===== src/rtl/fft_pkg.sv =====
// Shared types and helpers for the fft frame controller.
//   fft_ctrl_state_t : controller FSM states
//   bitrev()         : reverse the low m bits of an index
//   cabs1()          : L1 magnitude |re|+|im| of a complex value
package fft_pkg;

    localparam int unsigned DEF_WIDTH = 16;
    localparam int unsigned DEF_M     = 9;
    localparam int unsigned N         = 1 << DEF_M;
    localparam int unsigned NBINS     = N / 2;

    // Widest index / component the helpers accept; callers size-cast in and out.
    localparam int unsigned MAX_M = 16;
    localparam int unsigned MAX_W = 32;

    typedef enum logic [2:0] {
        ST_CLEAR,
        ST_COLLECT,
        ST_START,
        ST_WAIT,
        ST_ISSUE,
        ST_PRESENT
    } fft_ctrl_state_t;

    // Reverse all MAX_M bits, then shift the meaningful m bits back down.
    function automatic logic [MAX_M-1:0] bitrev(input logic [MAX_M-1:0] x, input int unsigned m);
        logic [MAX_M-1:0] r;
        r = {<<{x}};
        return r >> (MAX_M - m);
    endfunction

    // One extra bit of range so |most negative| needs no saturation.
    function automatic logic [MAX_W:0] cabs1(input logic signed [MAX_W-1:0] re,
                                             input logic signed [MAX_W-1:0] im);
        logic signed [MAX_W:0] re_x;
        logic signed [MAX_W:0] im_x;
        re_x = {re[MAX_W-1], re};
        im_x = {im[MAX_W-1], im};
        if (re_x[MAX_W]) re_x = -re_x;
        if (im_x[MAX_W]) im_x = -im_x;
        return $unsigned(re_x) + $unsigned(im_x);
    endfunction

endpackage


===== src/rtl/fft_frame_ctrl_if.sv =====
// Bundles the sample stream, the fft core load/start/done interface and the
// result bin stream of fft_frame_ctrl.
//   master : controller side (drives smp_ready, fft_*, bin_*, frame_done)
//   slave  : environment side (sample source, fft core, bin sink)
interface fft_frame_ctrl_if #(
    parameter int unsigned width = 16,
    parameter int unsigned M     = 9
) ();

    logic                      smp_valid;
    logic                      smp_ready;
    logic signed [width-1:0]   smp;
    logic                      fft_rst;
    logic                      fft_load;
    logic [M-1:0]              fft_adr;
    logic [2*width-1:0]        fft_rd;
    logic                      fft_start;
    logic                      fft_done;
    logic [2*width-1:0]        fft_wd;
    logic                      bin_valid;
    logic                      bin_ready;
    logic [M-2:0]              bin_idx;
    logic signed [width-1:0]   bin_re;
    logic signed [width-1:0]   bin_im;
    logic [width:0]            bin_mag;
    logic                      frame_done;

    modport master (
        input  smp_valid, smp, fft_done, fft_wd, bin_ready,
        output smp_ready, fft_rst, fft_load, fft_adr, fft_rd, fft_start,
               bin_valid, bin_idx, bin_re, bin_im, bin_mag, frame_done
    );

    modport slave (
        output smp_valid, smp, fft_done, fft_wd, bin_ready,
        input  smp_ready, fft_rst, fft_load, fft_adr, fft_rd, fft_start,
               bin_valid, bin_idx, bin_re, bin_im, bin_mag, frame_done
    );

endinterface


===== src/rtl/fft_bin_reg.sv =====
// Result bin capture/hold register: latches one core result word plus its
// L1 magnitude and holds it stable until the downstream handshake.
//   capture  : load wd/k into the output registers and raise valid
//   ready    : downstream accept; accept_c = valid & ready
//   valid/idx/re/im/mag : registered bin outputs
module fft_bin_reg #(
    parameter int unsigned width = 16,
    parameter int unsigned M     = 9
) (
    input  logic                    clk,
    input  logic                    reset,
    input  logic                    capture,
    input  logic [M-2:0]            k,
    input  logic [2*width-1:0]      wd,
    input  logic                    ready,
    output logic                    valid,
    output logic [M-2:0]            idx,
    output logic signed [width-1:0] re,
    output logic signed [width-1:0] im,
    output logic [width:0]          mag,
    output logic                    accept_c
);
    import fft_pkg::*;

    logic signed [width-1:0] wd_re;
    logic signed [width-1:0] wd_im;

    assign wd_re    = wd[2*width-1 -: width];
    assign wd_im    = wd[width-1:0];
    assign accept_c = valid & ready;

    // Data registers only change on capture; valid drops on accept.
    always_ff @(posedge clk or negedge reset) begin
        if (!reset) begin
            valid <= 1'b0;
            idx   <= '0;
            re    <= '0;
            im    <= '0;
            mag   <= '0;
        end else if (capture) begin
            valid <= 1'b1;
            idx   <= k;
            re    <= wd_re;
            im    <= wd_im;
            mag   <= (width+1)'(cabs1(MAX_W'(wd_re), MAX_W'(wd_im)));
        end else if (accept_c) begin
            valid <= 1'b0;
        end
    end

endmodule


===== src/rtl/fft_frame_ctrl.sv =====
// Frame controller around an fft core: collects N prescaled real samples,
// loads them, pulses start, waits for done, streams bins 0..N/2-1 out and
// resets the core before the next frame.
//   clk, reset : clock, async active-low reset
//   bus        : sample stream, fft core interface and bin stream (master)
module fft_frame_ctrl #(
    parameter int unsigned width  = 16,
    parameter int unsigned M      = 9,
    parameter bit          BITREV = 1'b0
) (
    input  logic           clk,
    input  logic           reset,
    fft_frame_ctrl_if.master bus
);
    import fft_pkg::*;

    localparam int unsigned FRAME_N    = 1 << M;
    localparam int unsigned FRAME_BINS = FRAME_N / 2;

    fft_ctrl_state_t state, state_d;
    logic [M-1:0]       cnt, cnt_d;
    logic [M-2:0]       k, k_d;
    logic               smp_ready_q, smp_ready_d;
    logic               fft_rst_q, fft_rst_d;
    logic               fft_load_q, fft_load_d;
    logic               fft_start_q, fft_start_d;
    logic               frame_done_q, frame_done_d;
    logic [M-1:0]       fft_adr_q, fft_adr_d;
    logic [2*width-1:0] fft_rd_q, fft_rd_d;

    logic                    sample_fire_c;
    logic                    capture_c;
    logic                    bin_accept_c;
    logic                    bin_valid;
    logic signed [width-1:0] smp_shifted;
    logic [M-2:0]            k_inc;

    assign sample_fire_c = bus.smp_valid & smp_ready_q;
    assign smp_shifted   = bus.smp >>> M;
    assign k_inc         = k + (M-1)'(1);
    assign capture_c     = (state == ST_PRESENT) && !bin_valid;

    // Next-state and next-output logic.
    always_comb begin
        state_d      = state;
        cnt_d        = cnt;
        k_d          = k;
        smp_ready_d  = 1'b0;
        fft_rst_d    = 1'b0;
        fft_load_d   = 1'b0;
        fft_start_d  = 1'b0;
        frame_done_d = 1'b0;
        fft_adr_d    = fft_adr_q;
        fft_rd_d     = fft_rd_q;
        unique case (state)
            ST_CLEAR: begin
                state_d     = ST_COLLECT;
                smp_ready_d = 1'b1;
                cnt_d       = '0;
            end
            ST_COLLECT: begin
                smp_ready_d = 1'b1;
                if (sample_fire_c) begin
                    fft_load_d = 1'b1;
                    fft_adr_d  = BITREV ? M'(bitrev(MAX_M'(cnt), M)) : cnt;
                    fft_rd_d   = {smp_shifted, width'(0)};
                    cnt_d      = cnt + M'(1);
                    if (cnt == M'(FRAME_N - 1)) begin
                        state_d     = ST_START;
                        smp_ready_d = 1'b0;
                    end
                end
            end
            ST_START: begin
                fft_start_d = 1'b1;
                state_d     = ST_WAIT;
            end
            ST_WAIT: begin
                if (bus.fft_done) begin
                    k_d       = '0;
                    fft_adr_d = '0;
                    state_d   = ST_ISSUE;
                end
            end
            ST_ISSUE: begin
                state_d = ST_PRESENT;
            end
            ST_PRESENT: begin
                if (bin_accept_c) begin
                    if (k == (M-1)'(FRAME_BINS - 1)) begin
                        frame_done_d = 1'b1;
                        fft_rst_d    = 1'b1;
                        state_d      = ST_CLEAR;
                    end else begin
                        k_d       = k_inc;
                        fft_adr_d = M'(k_inc);
                        state_d   = ST_ISSUE;
                    end
                end
            end
            default: begin
                state_d   = ST_CLEAR;
                fft_rst_d = 1'b1;
            end
        endcase
    end

    // State and registered outputs; reset lands in CLEAR with the core held in reset.
    always_ff @(posedge clk or negedge reset) begin
        if (!reset) begin
            state        <= ST_CLEAR;
            cnt          <= '0;
            k            <= '0;
            smp_ready_q  <= 1'b0;
            fft_rst_q    <= 1'b1;
            fft_load_q   <= 1'b0;
            fft_start_q  <= 1'b0;
            frame_done_q <= 1'b0;
            fft_adr_q    <= '0;
            fft_rd_q     <= '0;
        end else begin
            state        <= state_d;
            cnt          <= cnt_d;
            k            <= k_d;
            smp_ready_q  <= smp_ready_d;
            fft_rst_q    <= fft_rst_d;
            fft_load_q   <= fft_load_d;
            fft_start_q  <= fft_start_d;
            frame_done_q <= frame_done_d;
            fft_adr_q    <= fft_adr_d;
            fft_rd_q     <= fft_rd_d;
        end
    end

    fft_bin_reg #(.width(width), .M(M)) u_bin_reg (
        .clk      (clk),
        .reset    (reset),
        .capture  (capture_c),
        .k        (k),
        .wd       (bus.fft_wd),
        .ready    (bus.bin_ready),
        .valid    (bin_valid),
        .idx      (bus.bin_idx),
        .re       (bus.bin_re),
        .im       (bus.bin_im),
        .mag      (bus.bin_mag),
        .accept_c (bin_accept_c)
    );

    assign bus.bin_valid  = bin_valid;
    assign bus.smp_ready  = smp_ready_q;
    assign bus.fft_rst    = fft_rst_q;
    assign bus.fft_load   = fft_load_q;
    assign bus.fft_start  = fft_start_q;
    assign bus.frame_done = frame_done_q;
    assign bus.fft_adr    = fft_adr_q;
    assign bus.fft_rd     = fft_rd_q;

endmodule


===== src/flat_wrapper.sv =====
// flat-port wrapper written by rule: the top's interface ports become plain ports
module fft_frame_ctrl_flat import fft_pkg::*;
#(
    parameter int unsigned width  = 16,
    parameter int unsigned M      = 9,
    parameter bit          BITREV = 1'b0
)
  (clk, reset, bus_smp_valid, bus_smp, bus_fft_done, bus_fft_wd, bus_bin_ready, bus_smp_ready, bus_fft_rst, bus_fft_load, bus_fft_adr, bus_fft_rd, bus_fft_start, bus_bin_valid, bus_bin_idx, bus_bin_re, bus_bin_im, bus_bin_mag, bus_frame_done);
  fft_frame_ctrl_if #(.width(width), .M(M)) bus_i ();
  input  logic clk;
  input  logic reset;
  input wire logic [$bits(bus_i.smp_valid)-1:0] bus_smp_valid;
  input wire logic [$bits(bus_i.smp)-1:0] bus_smp;
  input wire logic [$bits(bus_i.fft_done)-1:0] bus_fft_done;
  input wire logic [$bits(bus_i.fft_wd)-1:0] bus_fft_wd;
  input wire logic [$bits(bus_i.bin_ready)-1:0] bus_bin_ready;
  output wire logic [$bits(bus_i.smp_ready)-1:0] bus_smp_ready;
  output wire logic [$bits(bus_i.fft_rst)-1:0] bus_fft_rst;
  output wire logic [$bits(bus_i.fft_load)-1:0] bus_fft_load;
  output wire logic [$bits(bus_i.fft_adr)-1:0] bus_fft_adr;
  output wire logic [$bits(bus_i.fft_rd)-1:0] bus_fft_rd;
  output wire logic [$bits(bus_i.fft_start)-1:0] bus_fft_start;
  output wire logic [$bits(bus_i.bin_valid)-1:0] bus_bin_valid;
  output wire logic [$bits(bus_i.bin_idx)-1:0] bus_bin_idx;
  output wire logic [$bits(bus_i.bin_re)-1:0] bus_bin_re;
  output wire logic [$bits(bus_i.bin_im)-1:0] bus_bin_im;
  output wire logic [$bits(bus_i.bin_mag)-1:0] bus_bin_mag;
  output wire logic [$bits(bus_i.frame_done)-1:0] bus_frame_done;
  assign bus_i.smp_valid = bus_smp_valid;
  assign bus_i.smp = bus_smp;
  assign bus_i.fft_done = bus_fft_done;
  assign bus_i.fft_wd = bus_fft_wd;
  assign bus_i.bin_ready = bus_bin_ready;
  assign bus_smp_ready = bus_i.smp_ready;
  assign bus_fft_rst = bus_i.fft_rst;
  assign bus_fft_load = bus_i.fft_load;
  assign bus_fft_adr = bus_i.fft_adr;
  assign bus_fft_rd = bus_i.fft_rd;
  assign bus_fft_start = bus_i.fft_start;
  assign bus_bin_valid = bus_i.bin_valid;
  assign bus_bin_idx = bus_i.bin_idx;
  assign bus_bin_re = bus_i.bin_re;
  assign bus_bin_im = bus_i.bin_im;
  assign bus_bin_mag = bus_i.bin_mag;
  assign bus_frame_done = bus_i.frame_done;
  fft_frame_ctrl #(.width(width), .M(M), .BITREV(BITREV)) u_core (.clk(clk), .reset(reset), .bus(bus_i));
endmodule

===== config.mk =====
export PLATFORM = sky130hd
export DESIGN_NAME = fft_frame_ctrl_flat
export DESIGN_NICKNAME = d
export VERILOG_FILES = /design/src/rtl/fft_pkg.sv /design/src/rtl/fft_frame_ctrl_if.sv /design/src/rtl/fft_bin_reg.sv /design/src/rtl/fft_frame_ctrl.sv /design/src/flat_wrapper.sv
export SDC_FILE = /design/constraint.sdc
export NUM_CORES = 1
export LEC_CHECK = 0
export ABC_AREA = 1
export ABC_CLOCK_PERIOD_IN_PS = 1800
export CAP_MARGIN = 20
export CORE_ASPECT_RATIO = 1.75
export CORE_MARGIN = 4
export CORE_UTILIZATION = 46
export CTS_BUF_LIST = sky130_fd_sc_hd__clkbuf_4 sky130_fd_sc_hd__clkbuf_8
export DETAILED_ROUTE_END_ITERATION = 16
export PLACE_DENSITY = 0.89
export SLEW_MARGIN = 0
export SYNTH_ARGS = -nofsm -noshare
export SYNTH_HDL_FRONTEND = slang
export SYNTH_SLANG_ARGS = --single-unit
export TNS_END_PERCENT = 20

===== constraint.sdc =====
create_clock -name clk -period 1.8 [get_ports clk]
set_clock_uncertainty 0.15 [all_clocks]
set_input_delay 0.18 -clock clk [delete_from_list [all_inputs] [get_ports clk]]
set_output_delay 0.18 -clock clk [all_outputs]
set_load 0.02 [all_outputs]

# Word-level counts from Yosys, hierarchy flattened
# Index checks and enable logic that the tools add are counted.
[totals]
reg_bits = 99
in_bits = 53
output_inout_bits = 104
elab_cells = 80
[classes]
addsub = 5
n_eq_ne = 12
muxes = 33
bitwise_logic = 2
n_reduce_logical = 13
[op_table]
columns = ["operator", "n"]
rows = [
  ["$mux W17", 4],
  ["$mux W9", 5],
  ["$neg A16 Y17", 2],
  ["$pmux W9 S3", 1],
  ["$mux W8", 3],
  ["$pmux W3 S6", 1],
  ["$pmux W9 S2", 1],
  ["$add A17 B17 Y17", 1],
  ["$pmux W8 S2", 1],
  ["$mux W3", 5],
  ["$mux W1", 10],
  ["$add A9 B1 Y9 const B", 1],
  ["$eq A9 B9 Y1 const B", 1],
  ["$add A8 B1 Y8 const B", 1],
  ["$eq A8 B8 Y1 const B", 1],
  ["$reduce_and A4 Y1", 2],
  ["$eq A3 B2 Y1 const B", 2],
  ["$eq A3 B3 Y1 const B", 2],
  ["$ne A2 B1 Y1 const B", 3],
  ["$reduce_bool A2 Y1", 3],
  ["$reduce_and A5 Y1", 1],
  ["$reduce_or A5 Y1", 1],
  ["$ne A2 B2 Y1 const B", 2],
  ["$pmux W1 S2", 2],
  ["other kinds (7)", 9],
]

# Longest topological paths before layout
# Gate-level depths: netlist (run 1).
[logic_depth]
word_depth = 4
depth_mapped = 20
ltp_nobuf = 20

# Hierarchy
# A second synthesis (run 1) with hierarchy kept.
[hier_totals]
cells_unflattened = 835
hier_area_um2 = 6224.7
[by_module_without_submodules]
columns = ["module", "instances", "cells_each", "area_per_inst_um2", "seq_area_each_um2"]
rows = [
  ["fft_bin_reg", 1, 537, 3827.4, 1451.4],
  ["fft_frame_ctrl", 1, 298, 2397.3, 1027.2],
]

# Least setup slack after synthesis (run 1)
# No wires, ideal clock.
[synth_timing]
kind = "input port to flip-flop"
start = "in bus_fft_wd[17]"
end = "reg u_core.u_bin_reg.mag[16]"
setup_time_ps = 117
arrival_time_ps = 2230
required_ps = 1533
path_slack_ps = -697
stages = 18
n_path_buf = 0
cell_sequence = "inv_1 > ha_1 > inv_1 > nor2_1 > nand3_1 > nor3_1 > nand2_1 > nand2_1 > xor2_1 > ha_1 > nand2_1 > inv_1 > a21oi_1 > nor2_1 > nor3_1 > nand2_1 > nand2_1 > nand2_1"
[synth_between]
elab_chain_len = 4
[synth_rtl]
columns = ["item", "line_no", "source"]
rows = [
  ["start: declaration", "flat_wrapper.sv:15", "input wire logic [$bits(bus_i.fft_wd)-1:0] bus_fft_wd;"],
  ["$neg A16 Y17", "fft_pkg.sv:39", "if (re_x[MAX_W]) re_x = -re_x;"],
  ["$mux W17 (*)", "fft_pkg.sv:39", ""],
  ["$mux W17 (*)", "fft_bin_reg.sv:40", "end else if (capture) begin"],
  ["$add A17 B17 Y17 (*)", "fft_pkg.sv:41", "return $unsigned(re_x) + $unsigned(im_x);"],
  ["end signal: assignment", "fft_bin_reg.sv:45", "mag <= (width+1)'(cabs1(MAX_W'(wd_re), MAX_W'(wd_im)));"],
  ["end: declaration", "fft_bin_reg.sv:20", "output logic [width:0] mag,"],
]
# Every way passes the cells marked *; elsewhere a longest branch is shown, timed or not. The select of a mux whose other input is x is not followed.
# A chain may end at the register's enable or synchronous reset.

# Worst setup path after layout (run 1)
# Same ends and word-level chain as after synthesis.

==> flow_metrics.tcl, run 1 <==
set metrics [dict create \
    rsz0062_at_grt "true" \
    grt_first_pass_wirelength_mm 30.9 \
    grtUsageTotal 0.269 \
    syn-mean-instance-area_sq_um 7.25 \
    post_route_cells_drive_above_1_share 0.288 \
    timing.hold.ws_ns 0.0205 \
    place.gp.congestion 1.01 \
    status "finished, violations left" \
    design_area_sq_um 9130 \
    final_max_slew_viol_count 0 \
    slowest_delay_ns 0.35 \
    cts-root-buf "clkbuf_8" \
    ys_warn_count 0 \
    ys_seq_area_frac 0.416 \
    finalHoldViolCount 0 \
    path_common_cell "nand2_1" \
    finalCritPeriodShare 1.24 \
    post-route-min-period_ns 2.24 \
    power_leakage_nw 4.69 \
    netlist_area_sq_um 5960 \
    fmax_mhz 447 \
    drv_cap 0 \
    ys.flop_type "dfrtp_1" \
    synth_edf_count 0 \
    synthArstFlopShare 1.00 \
    hold_path_class "in2reg" \
    syn_inst 822 \
    num_vias 6395 \
    ys_ff_latch 99 \
    violations "negative setup slack" \
    power_density_nw_per_um2 1280 \
    cts_max_level 3 \
    drc 0 \
    critical-path-top-delay-family "simple AND/OR/NAND/NOR gates" \
    setup_viol 17 \
    endpoint_kind "register" \
    numPortBuffers 131 \
    cts_tree "done" \
    viasPerCell 5.09 \
    ioPinCount 157 \
    comb_power_share 0.570 \
    totalWireLength_mm 19.8 \
    cpMaxStageDelayCell "ha_2" \
    initial_core_util 0.474 \
    core_region_area_sq_um 12600 \
    clkPwrFrac 0.131 \
    yosysTopAreaCellShare 0.412 \
    fin_ws_ns -0.439 \
    worstPathRequired_ns 1.93 \
    cts_max_path_buffers 2 \
    ir_drop_v 0.000884 \
    cts_sinks 99 \
    area_growth_pct 53.2 \
    placed_cell_area_sq_um 8420 \
    yosys.area.top_type "dfrtp_1" \
    drt_iter0_drc 365 \
    wl_per_cell_microns 15.8 \
    ant_nets 0 \
    seqPwrFrac 0.298 \
    grt_max_degree 37 \
    overflow 0 \
    fin_nets 1158 \
    drtPass1Iterations 6 \
    start_kind "primary input" \
    p_int_mw 6.63 \
    swShare 0.435 \
    p_sw_mw 5.09 \
    num_rows 54 \
    cp_max_fo 4 \
    instances_no_fill 1256 \
    critical_path.cell_chain "buf_6 > inv_8 > ha_4 > inv_2 > nor2_4 > nand3_4 > nor3_4 > nand2_1 > nand2_1 > xor2_1 > ha_2 > nand2_4 > inv_2 > a21oi_2 > nor2_1 > nor3_1 > nand2_1 > nand2_1 > nand2_1" \
    synthTopCellsByArea "dfrtp_1 (41%), nand2_1 (19%), inv_1 (6.0%), ha_1 (4.4%), nand3_1 (4.2%)" \
    setup_tns_ns -4.83 \
    path_buf_inv 4 \
    die_w_microns 94.0 \
    ys_types 36 \
    die_h_microns 159 \
    cts.clk_slew.worst_paths_ns 0.09 \
    first_global_vias 6591 \
    diodes 0 \
    place_inst 1225 \
    grt_antenna_before_repair 0 \
    clk_latency_ns 0.38 \
    path_class "in2reg" \
    place_hpwl_mm 15.1 \
    die_area_sq_um 14900 \
    arrival_ns 2.37 \
    cts_made_buffers 9 \
]
==> power by group through the flow <==
| stage | logic (mW) | clock network (mW) | registers (mW) |
|---|---|---|---|
| 6_report | 6.69 | 1.54 | 3.50 |
| 4_1_cts | 6.57 | 1.56 | 3.47 |
| 3_3_place_gp | 6.28 | 0 | 3.48 |
| 3_5_place_dp | 6.44 | 0 | 3.51 |
| 2_1_floorplan | 2.65 | 0 | 4.34 |
| 5_1_grt | 7.23 | 1.66 | 3.60 |
==> flip-flops by register name, summed over array words and instances (netlist names) <==
signal,count
u_core.state,3
u_core.bus.frame_done,1
u_core.u_bin_reg.im,16
u_core.bus.fft_start,1
u_core.bus.fft_rst,1
u_core.bus.fft_rd,7
u_core.cnt,9
u_core.bus.fft_adr,9
u_core.k,8
u_core.u_bin_reg.re,16
u_core.bus.smp_ready,1
u_core.u_bin_reg.mag,17
u_core.u_bin_reg.valid,1
u_core.bus.fft_load,1
u_core.u_bin_reg.idx,8
==> kinds of logic after synthesis <==
| group | after synthesis | share of synthesized area |
|---|---|---|
| adder cells (fa/ha/maj) | 22 | 0.0475 |
| flip-flops | 99 | 0.416 |
| buffers and inverters | 147 | 0.114 |
| AO/OA/AOI/OAI | 94 | 0.0851 |
| other | 1 | 0.000630 |
| XOR/XNOR | 20 | 0.0294 |
| AND/OR/NAND/NOR | 439 | 0.308 |
==> metrics by stage <==
step	total power [mW]	setup WS, ns	util
floorplan	6.99	-0.491	-
global placement	9.76	-1.25	0.670
detailed placement	9.95	-1.32	0.670
CTS	11.6	-0.414	0.711
global route	12.5	-0.585	0.726
finish	11.7	-0.439	0.726
==> path summary, 6_finish.rpt <==
path	slack [ns]	cells after the start	startpoint	endpoint
worst max-delay path	-0.44	19	bus_fft_wd[17]	u_core.u_bin_reg.mag[16]$_DFFE_PN0P_
min in group asynchronous	0.13	2	reset	u_core.cnt[7]$_DFFE_PN0P_
worst min register to register	0.33	2	u_core.u_bin_reg.mag[12]$_DFFE_PN0P_	u_core.u_bin_reg.mag[12]$_DFFE_PN0P_
max in group asynchronous	0.83	3	reset	u_core.u_bin_reg.idx[4]$_DFFE_PN0P_
worst max register to register	-0.13	11	u_core.cnt[0]$_DFFE_PN0P_	u_core.state[2]$_DFFE_PN0P_
worst min-delay path	0.02	4	bus_fft_wd[0]	u_core.u_bin_reg.im[0]$_DFFE_PN0P_
==> Yosys cell counts (all sizes together), types with 4 or more instances <==
cell type  count
o21ai         72
buf           35
a21oi         16
nand3b         4
inv          103
nand3         51
clkbuf         8
nand2        309
dfrtp         98
ha            21
or2            4
xor2          19
nor2          51
nor3          16
o22ai          4
nand4          4
==> layer usage <==
| layer | routed length [microns] | track usage | part of all wire | vias to the layer above |
|---|---|---|---|---|
| met3 | 1110 | 0.0501 | 0.056 | 100 |
| li1 | - | - | - | 3054 |
| met1 | 6460 | 0.252 | 0.33 | 2944 |
| met5 | 0 | 0 | 0 | - |
| met2 | 10900 | 0.523 | 0.55 | 297 |
| met4 | 1280 | 0.165 | 0.065 | 0 |
==> what timing repair did <==
item,CTS,global route
hold buffers,2,0
setup endpoints to repair,41,30
pin swaps,56,46
setup buffers,6,8
hold endpoints to repair,100,0
resized for setup,119,64
gates cloned,0,0
==> placed cells by master (no fill, tap or decap), types with 15 or more instances in the layout <==
master and n:
xor2_1 16, nand3_1 39, conb_1 16, nor2_1 32, buf_4 136, nand2_1 270
dfrtp_1 96, inv_2 15, clkdlybuf4s50_1 100, dlygate4sd2_1 18, o21ai_1 45, nand2_2 34
inv_1 82, o21ai_0 18
==> final cells by class <==
| class | count | area, sq um |
|---|---|---|
| fill | 895 | 3440 |
| multi-input combinational | 591 | 3340 |
| clock inverter | 3 | 46.3 |
| timing repair buffer | 278 | 2460 |
| sequential | 99 | 2480 |
| clock buffer | 13 | 160 |
| tap | 168 | 210 |
| inverter | 104 | 430 |
==> tightest hold or removal path, delay by kind of cell <==
family,cells,cell delay [ns]
AOI/OAI and AO/OA,1,0.07
buffers and inverters,3,0.26
Power figures use the tool's default switching activity.
==> run 2, diff against run 1 <==
--- a/config.mk
+++ b/config.mk
@@ -8,12 +8,14 @@
 export ABC_AREA = 1
 export ABC_CLOCK_PERIOD_IN_PS = 1800
 export CAP_MARGIN = 20
+export CELL_PAD_IN_SITES_DETAIL_PLACEMENT = 0
+export CELL_PAD_IN_SITES_GLOBAL_PLACEMENT = 1
 export CORE_ASPECT_RATIO = 1.75
 export CORE_MARGIN = 4
-export CORE_UTILIZATION = 46
+export CORE_UTILIZATION = 32
 export CTS_BUF_LIST = sky130_fd_sc_hd__clkbuf_4 sky130_fd_sc_hd__clkbuf_8
 export DETAILED_ROUTE_END_ITERATION = 16
-export PLACE_DENSITY = 0.89
+export PLACE_DENSITY = 0.88
 export SLEW_MARGIN = 0
 export SYNTH_ARGS = -nofsm -noshare
 export SYNTH_HDL_FRONTEND = slang
==> flow_metrics.tcl, run 2 (same netlist as run 1, synthesis figures left out) <==
set metrics [dict create \
    first_global_vias 6095 \
    arrival_ns 2.20 \
    regMostFlops "u_core.u_bin_reg.mag" \
    finalHoldViolCount 1 \
    place.gp.congestion 0.918 \
    drv_cap 0 \
    num_vias 6073 \
    final_common_cell "nand2_1" \
    path_class "in2reg" \
    drc 0 \
    critical_path.cell_chain "buf_8 > inv_8 > ha_4 > inv_2 > nor2_4 > nand3_4 > nor3_4 > nand2_1 > nand2_2 > xor2_2 > ha_4 > nand2_4 > inv_2 > nand2_2 > nor3_2 > nand2_1 > nand2_1 > nand2_1 > nand3_1 > nand2_1" \
    die_w_microns 111 \
    grt_antenna_before_repair 0 \
    hold_path_class "in2reg" \
    cts_made_buffers 9 \
    place_hpwl_mm 14.9 \
    violations "negative hold slack, negative setup slack" \
    dp_slack_ns -1.28 \
    drt_iter0_drc 221 \
    total_power_mw 11.7 \
    ir_drop_v 0.000761 \
    setup_viol 14 \
    cp_max_fo 4 \
    clk_latency_ns 0.38 \
    power_density_nw_per_um2 1270 \
    min-delay-start "bus_fft_wd[18]" \
    r2r_slack_ns -0.03 \
    fin_nets 1147 \
    worstReg2RegStart "u_core.cnt[0]$_DFFE_PN0P_" \
    finalCritPeriodShare 1.14 \
    ioPinCount 157 \
    power_leakage_nw 4.69 \
    top_regs "u_core.u_bin_reg.mag x17, u_core.u_bin_reg.im x16, u_core.u_bin_reg.re x16" \
    design_area_sq_um 9200 \
    ant_nets 0 \
    viasPerCell 4.63 \
    cts_max_path_buffers 2 \
    post-route-min-period_ns 2.06 \
    wl_per_cell_microns 14.6 \
    timing.hold.ws_ns -0.000869 \
    cpMaxStageDelayCell "ha_4" \
    path_common_cell "nand2_1" \
    overflow 0 \
    cts_sinks 99 \
    setup_tns_ns -2.52 \
    die_area_sq_um 20900 \
    grt_max_degree 61 \
    worstPathRequired_ns 1.94 \
    endpoint_kind "register" \
    cts_tree "done" \
    grt_first_pass_wirelength_mm 30.2 \
    grtUsageTotal 0.181 \
    slowest_delay_ns 0.32 \
    crit-reg2reg-capture "u_core.state[1]$_DFFE_PN0P_" \
    layout_common_cells "nand2_1 (270), buf_4 (125), dfrtp_1 (96)" \
    instances_no_fill 1311 \
    ff2ff_path_depth 12 \
    startpoint "bus_fft_wd[0]" \
    placed_cell_area_sq_um 8420 \
    start_kind "primary input" \
    cts_max_level 3 \
    numPortBuffers 131 \
    core_region_area_sq_um 18100 \
    totalWireLength_mm 19.2 \
    cts-root-buf "clkbuf_8" \
    num_rows 65 \
    fin_ws_ns -0.258 \
    drtPass1Iterations 5 \
    final_max_slew_viol_count 0 \
    status "finished, violations left" \
    cts.clk_slew.worst_paths_ns 0.11 \
    endpoint "u_core.u_bin_reg.mag[15]$_DFFE_PN0P_" \
    fmax_mhz 486 \
    rsz0062_at_grt "true" \
    initial_core_util 0.328 \
    place_inst 1282 \
    area_growth_pct 54.4 \
    diodes 0 \
    post_route_cells_drive_above_1_share 0.279 \
    die_h_microns 188 \
    largest_reg_flops 17 \
]
-- run 2: cell count changes in the layout (fill, tap and decap cells not counted), moves of 4 or more --
cell	change
o21ai_1	+4
buf_6	-4
inv_8	+4
dlymetal6s2s_1	+7
buf_4	-11
nand2_4	+5
nand2_2	-5
inv_1	-4
clkdlybuf4s50_1	-5
-- run 2: worst min-delay path by stage --
stage                                           to  slack, ns  cells after the start
2_1_floorplan    u_core.bus.fft_adr[0]$_DFFE_PN0P_      -0.27                      0
3_3_place_gp   u_core.u_bin_reg.re[11]$_DFFE_PN0P_       0.02                      2
4_1_cts         u_core.u_bin_reg.im[0]$_DFFE_PN0P_       0.04                      4
3_5_place_dp   u_core.u_bin_reg.re[11]$_DFFE_PN0P_       0.03                      2
6_report        u_core.u_bin_reg.re[2]$_DFFE_PN0P_    -0.0009                      4
5_1_grt         u_core.u_bin_reg.re[2]$_DFFE_PN0P_      0.003                      4
-- run 2: cell type report --
class	count	area (sq um)
inverter	104	438
fill	1751	8940
clock buffer	10	138
multi-input combinational	591	3380
tap	234	293
timing repair buffer	267	2390
sequential	99	2480
clock inverter	6	77.6
-- run 2: per-layer routing --
| layer | global-route usage | vias to the layer above | share of wire |
|---|---|---|---|
| met4 | 0.0651 | 0 | 0.033 |
| met1 | 0.185 | 2828 | 0.36 |
| met3 | 0.0337 | 34 | 0.049 |
| li1 | - | 3033 | - |
| met2 | 0.360 | 178 | 0.56 |
| met5 | 0 | - | 0 |
-- run 2: worst max-delay path, delay by kind of cell --
| family | cells | cell delay (ns) |
|---|---|---|
| XOR/XNOR | 1 | 0.08 |
| buffers and inverters | 4 | 0.28 |
| AND/OR/NAND/NOR | 13 | 1.20 |
| adder cells (fa/ha/maj) | 2 | 0.45 |
-- run 2: what timing repair did --
action                                  in CTS  in global routing
buffers inserted                             8                  1
gates resized for setup                    124                 76
endpoints found under the setup margin      40                 33
hold buffers                                 3                  2
endpoints found under the hold margin      101                  2
pin swaps                                   61                 30
-- run 2: power by group --
group,internal [mW],switching (mW)
registers,3.01,0.463
logic,2.87,3.72
clock network,0.711,0.897
total,6.59,5.08
-- run 2: stage by stage --
step | util | hold WS (ns)
2_1_floorplan | - | -0.266
3_3_place_gp | 0.464 | 0.0222
3_5_place_dp | 0.464 | 0.0252
4_1_cts | 0.496 | 0.0397
5_1_grt | 0.507 | 0.00299
6_report | 0.507 | -0.000869
==> run 3, diff against run 2 <==
--- a/config.mk
+++ b/config.mk
@@ -11,7 +11,7 @@
 export CELL_PAD_IN_SITES_DETAIL_PLACEMENT = 0
 export CELL_PAD_IN_SITES_GLOBAL_PLACEMENT = 1
 export CORE_ASPECT_RATIO = 1.75
-export CORE_MARGIN = 4
+export CORE_MARGIN = 5
 export CORE_UTILIZATION = 32
 export CTS_BUF_LIST = sky130_fd_sc_hd__clkbuf_4 sky130_fd_sc_hd__clkbuf_8
 export DETAILED_ROUTE_END_ITERATION = 16
==> flow_metrics.tcl, run 3 (same netlist as run 1, synthesis figures left out) <==
set metrics [dict create \
    rsz0062_at_grt "true" \
    setup_viol 14 \
    total_power_mw 11.5 \
    cts_tree "done" \
    endpoint "u_core.u_bin_reg.mag[14]$_DFFE_PN0P_" \
    grt_antenna_before_repair 0 \
    finalHoldViolCount 1 \
    ff2ff_path_depth 11 \
    power_leakage_nw 4.69 \
    critical_path.cell_chain "buf_12 > inv_16 > ha_4 > inv_2 > nor2_4 > nand3_4 > nor3_4 > nand2_1 > nand2_1 > xor2_1 > ha_2 > nand2_4 > buf_4 > nor3_2 > nand2_1 > nand2_1 > nand2_1 > nand3_1 > nand2_1" \
    cts-root-buf "clkbuf_8" \
    wl_per_cell_microns 14.7 \
    endpoint_kind "register" \
    place_inst 1288 \
    numPortBuffers 131 \
    timing.hold.ws_ns -0.00526 \
    instances_no_fill 1325 \
    die_area_sq_um 21600 \
    p_sw_mw 5.09 \
    status "finished, violations left" \
    post_route_cells_drive_above_1_share 0.279 \
    diodes 0 \
    cts_max_level 3 \
    initial_core_util 0.322 \
    violations "negative hold slack, negative setup slack" \
    swShare 0.441 \
    comb_power_share 0.572 \
    slowest_delay_ns 0.40 \
    cp_max_fo 4 \
    utilization 0.496 \
    first_global_vias 6340 \
    final_common_cell "nand2_1" \
    cts_made_buffers 9 \
    area_growth_pct 54.1 \
    ir_drop_v 0.000751 \
    finalCritPeriodShare 1.23 \
    drv_cap 0 \
    core_region_area_sq_um 18500 \
    grtUsageTotal 0.185 \
    ant_nets 0 \
    drtPass1Iterations 4 \
    place_hpwl_mm 15.3 \
    cpMaxStageDelayCell "ha_2" \
    cts.clk_slew.worst_paths_ns 0.11 \
    place.gp.congestion 0.950 \
    start_kind "primary input" \
    layout_common_cells "nand2_1 (278), buf_4 (132), clkdlybuf4s50_1 (97), dfrtp_1 (97), inv_1 (76)" \
    arrival_ns 2.35 \
    num_rows 66 \
    die_w_microns 113 \
    r2r_slack_ns -0.01 \
    fmax_mhz 451 \
    grt_first_pass_wirelength_mm 31.6 \
    die_h_microns 190 \
    fin_ws_ns -0.415 \
    seqPwrFrac 0.302 \
    grt_max_degree 40 \
    worstPathRequired_ns 1.94 \
    regMostFlops "u_core.u_bin_reg.mag" \
    hold_path_class "in2reg" \
    worstReg2RegStart "u_core.cnt[0]$_DFFE_PN0P_" \
    drc 0 \
    viasPerCell 4.59 \
    cts_sinks 99 \
    clk_latency_ns 0.39 \
    p_int_mw 6.44 \
    final_max_slew_viol_count 0 \
    overflow 0 \
    totalWireLength_mm 19.5 \
    crit-reg2reg-capture "u_core.state[2]$_DFFE_PN0P_" \
    drt_iter0_drc 170 \
    clkPwrFrac 0.126 \
    path_class "in2reg" \
    power_density_nw_per_um2 1260 \
    ioPinCount 157 \
    num_vias 6080 \
    fin_nets 1157 \
    cts_max_path_buffers 2 \
    startpoint "bus_fft_wd[1]" \
    top_regs "u_core.u_bin_reg.mag x17, u_core.u_bin_reg.im x16, u_core.u_bin_reg.re x16" \
    post-route-min-period_ns 2.22 \
    largest_reg_flops 17 \
    path_common_cell "nand2_1" \
]
run 3: power groups by stage:
stage / clock network (mW) / logic (mW) / registers, mW
global placement: 0 / 6.38 / 3.52
floorplan: 0 / 2.65 / 4.34
CTS: 1.51 / 6.59 / 3.50
global route: 1.58 / 7.24 / 3.60
finish: 1.45 / 6.60 / 3.49
detailed placement: 0 / 6.46 / 3.53
run 3: how the worst min path moves through the flow:
stage / start / to / slack [ns] / cells after the start
floorplan: reset / u_core.bus.fft_adr[0]$_DFFE_PN0P_ / -0.27 / 0
global placement: reset / u_core.u_bin_reg.re[11]$_DFFE_PN0P_ / -0.03 / 1
detailed placement: reset / u_core.u_bin_reg.re[11]$_DFFE_PN0P_ / -0.02 / 1
CTS: bus_fft_wd[21] / u_core.u_bin_reg.re[5]$_DFFE_PN0P_ / 0.06 / 3
global route: bus_fft_wd[4] / u_core.u_bin_reg.im[4]$_DFFE_PN0P_ / 0.02 / 4
finish: bus_fft_wd[4] / u_core.u_bin_reg.im[4]$_DFFE_PN0P_ / -0.005 / 4
run 3: area by class of cell:
type | instances | area (sq um)
clock buffer | 9 | 124
clock inverter | 7 | 66.3
fill | 1817 | 9320
inverter | 104 | 428
multi-input combinational | 591 | 3330
sequential | 99 | 2480
tap | 238 | 298
timing repair buffer | 277 | 2460
run 3: layer usage:
layer  wire, microns  global-route usage  vias up  share of wire
met5               0                   0        -              0
met4             806              0.0810        0          0.041
met3             914              0.0346       47          0.047
met2           10700               0.353      163           0.55
met1            7070               0.193     2813           0.36
li1                -                   -     3057              -
run 3: worst max-delay path: cells and delay by family:
family	cells	cell delay [ns]
AND/OR/NAND/NOR	12	1.22
adder cells (fa/ha/maj)	2	0.52
XOR/XNOR	1	0.07
buffers and inverters	4	0.35
run 3: repair_timing:
item	in CTS	in global routing
resized for setup	132	51
hold buffers	5	0
pin swaps	61	34
endpoints found under the setup margin	39	50
hold endpoints to repair	102	0
setup buffers	13	4
run 3: through the flow:
| stage | setup TNS (ns) | instance area (sq um) | hold slack [ns] | setup slack (ns) |
|---|---|---|---|---|
| 6_report | -3.66 | 9180 | -0.00526 | -0.415 |
| 5_1_grt | -6.20 | 9180 | 0.0159 | -0.542 |
| 4_1_cts | -3.52 | 9010 | 0.0632 | -0.357 |
| 3_5_place_dp | -19.41 | 8440 | -0.0222 | -1.38 |
| 3_3_place_gp | -18.69 | 8440 | -0.0290 | -1.42 |
| 2_1_floorplan | -3.93 | 6130 | -0.266 | -0.491 |
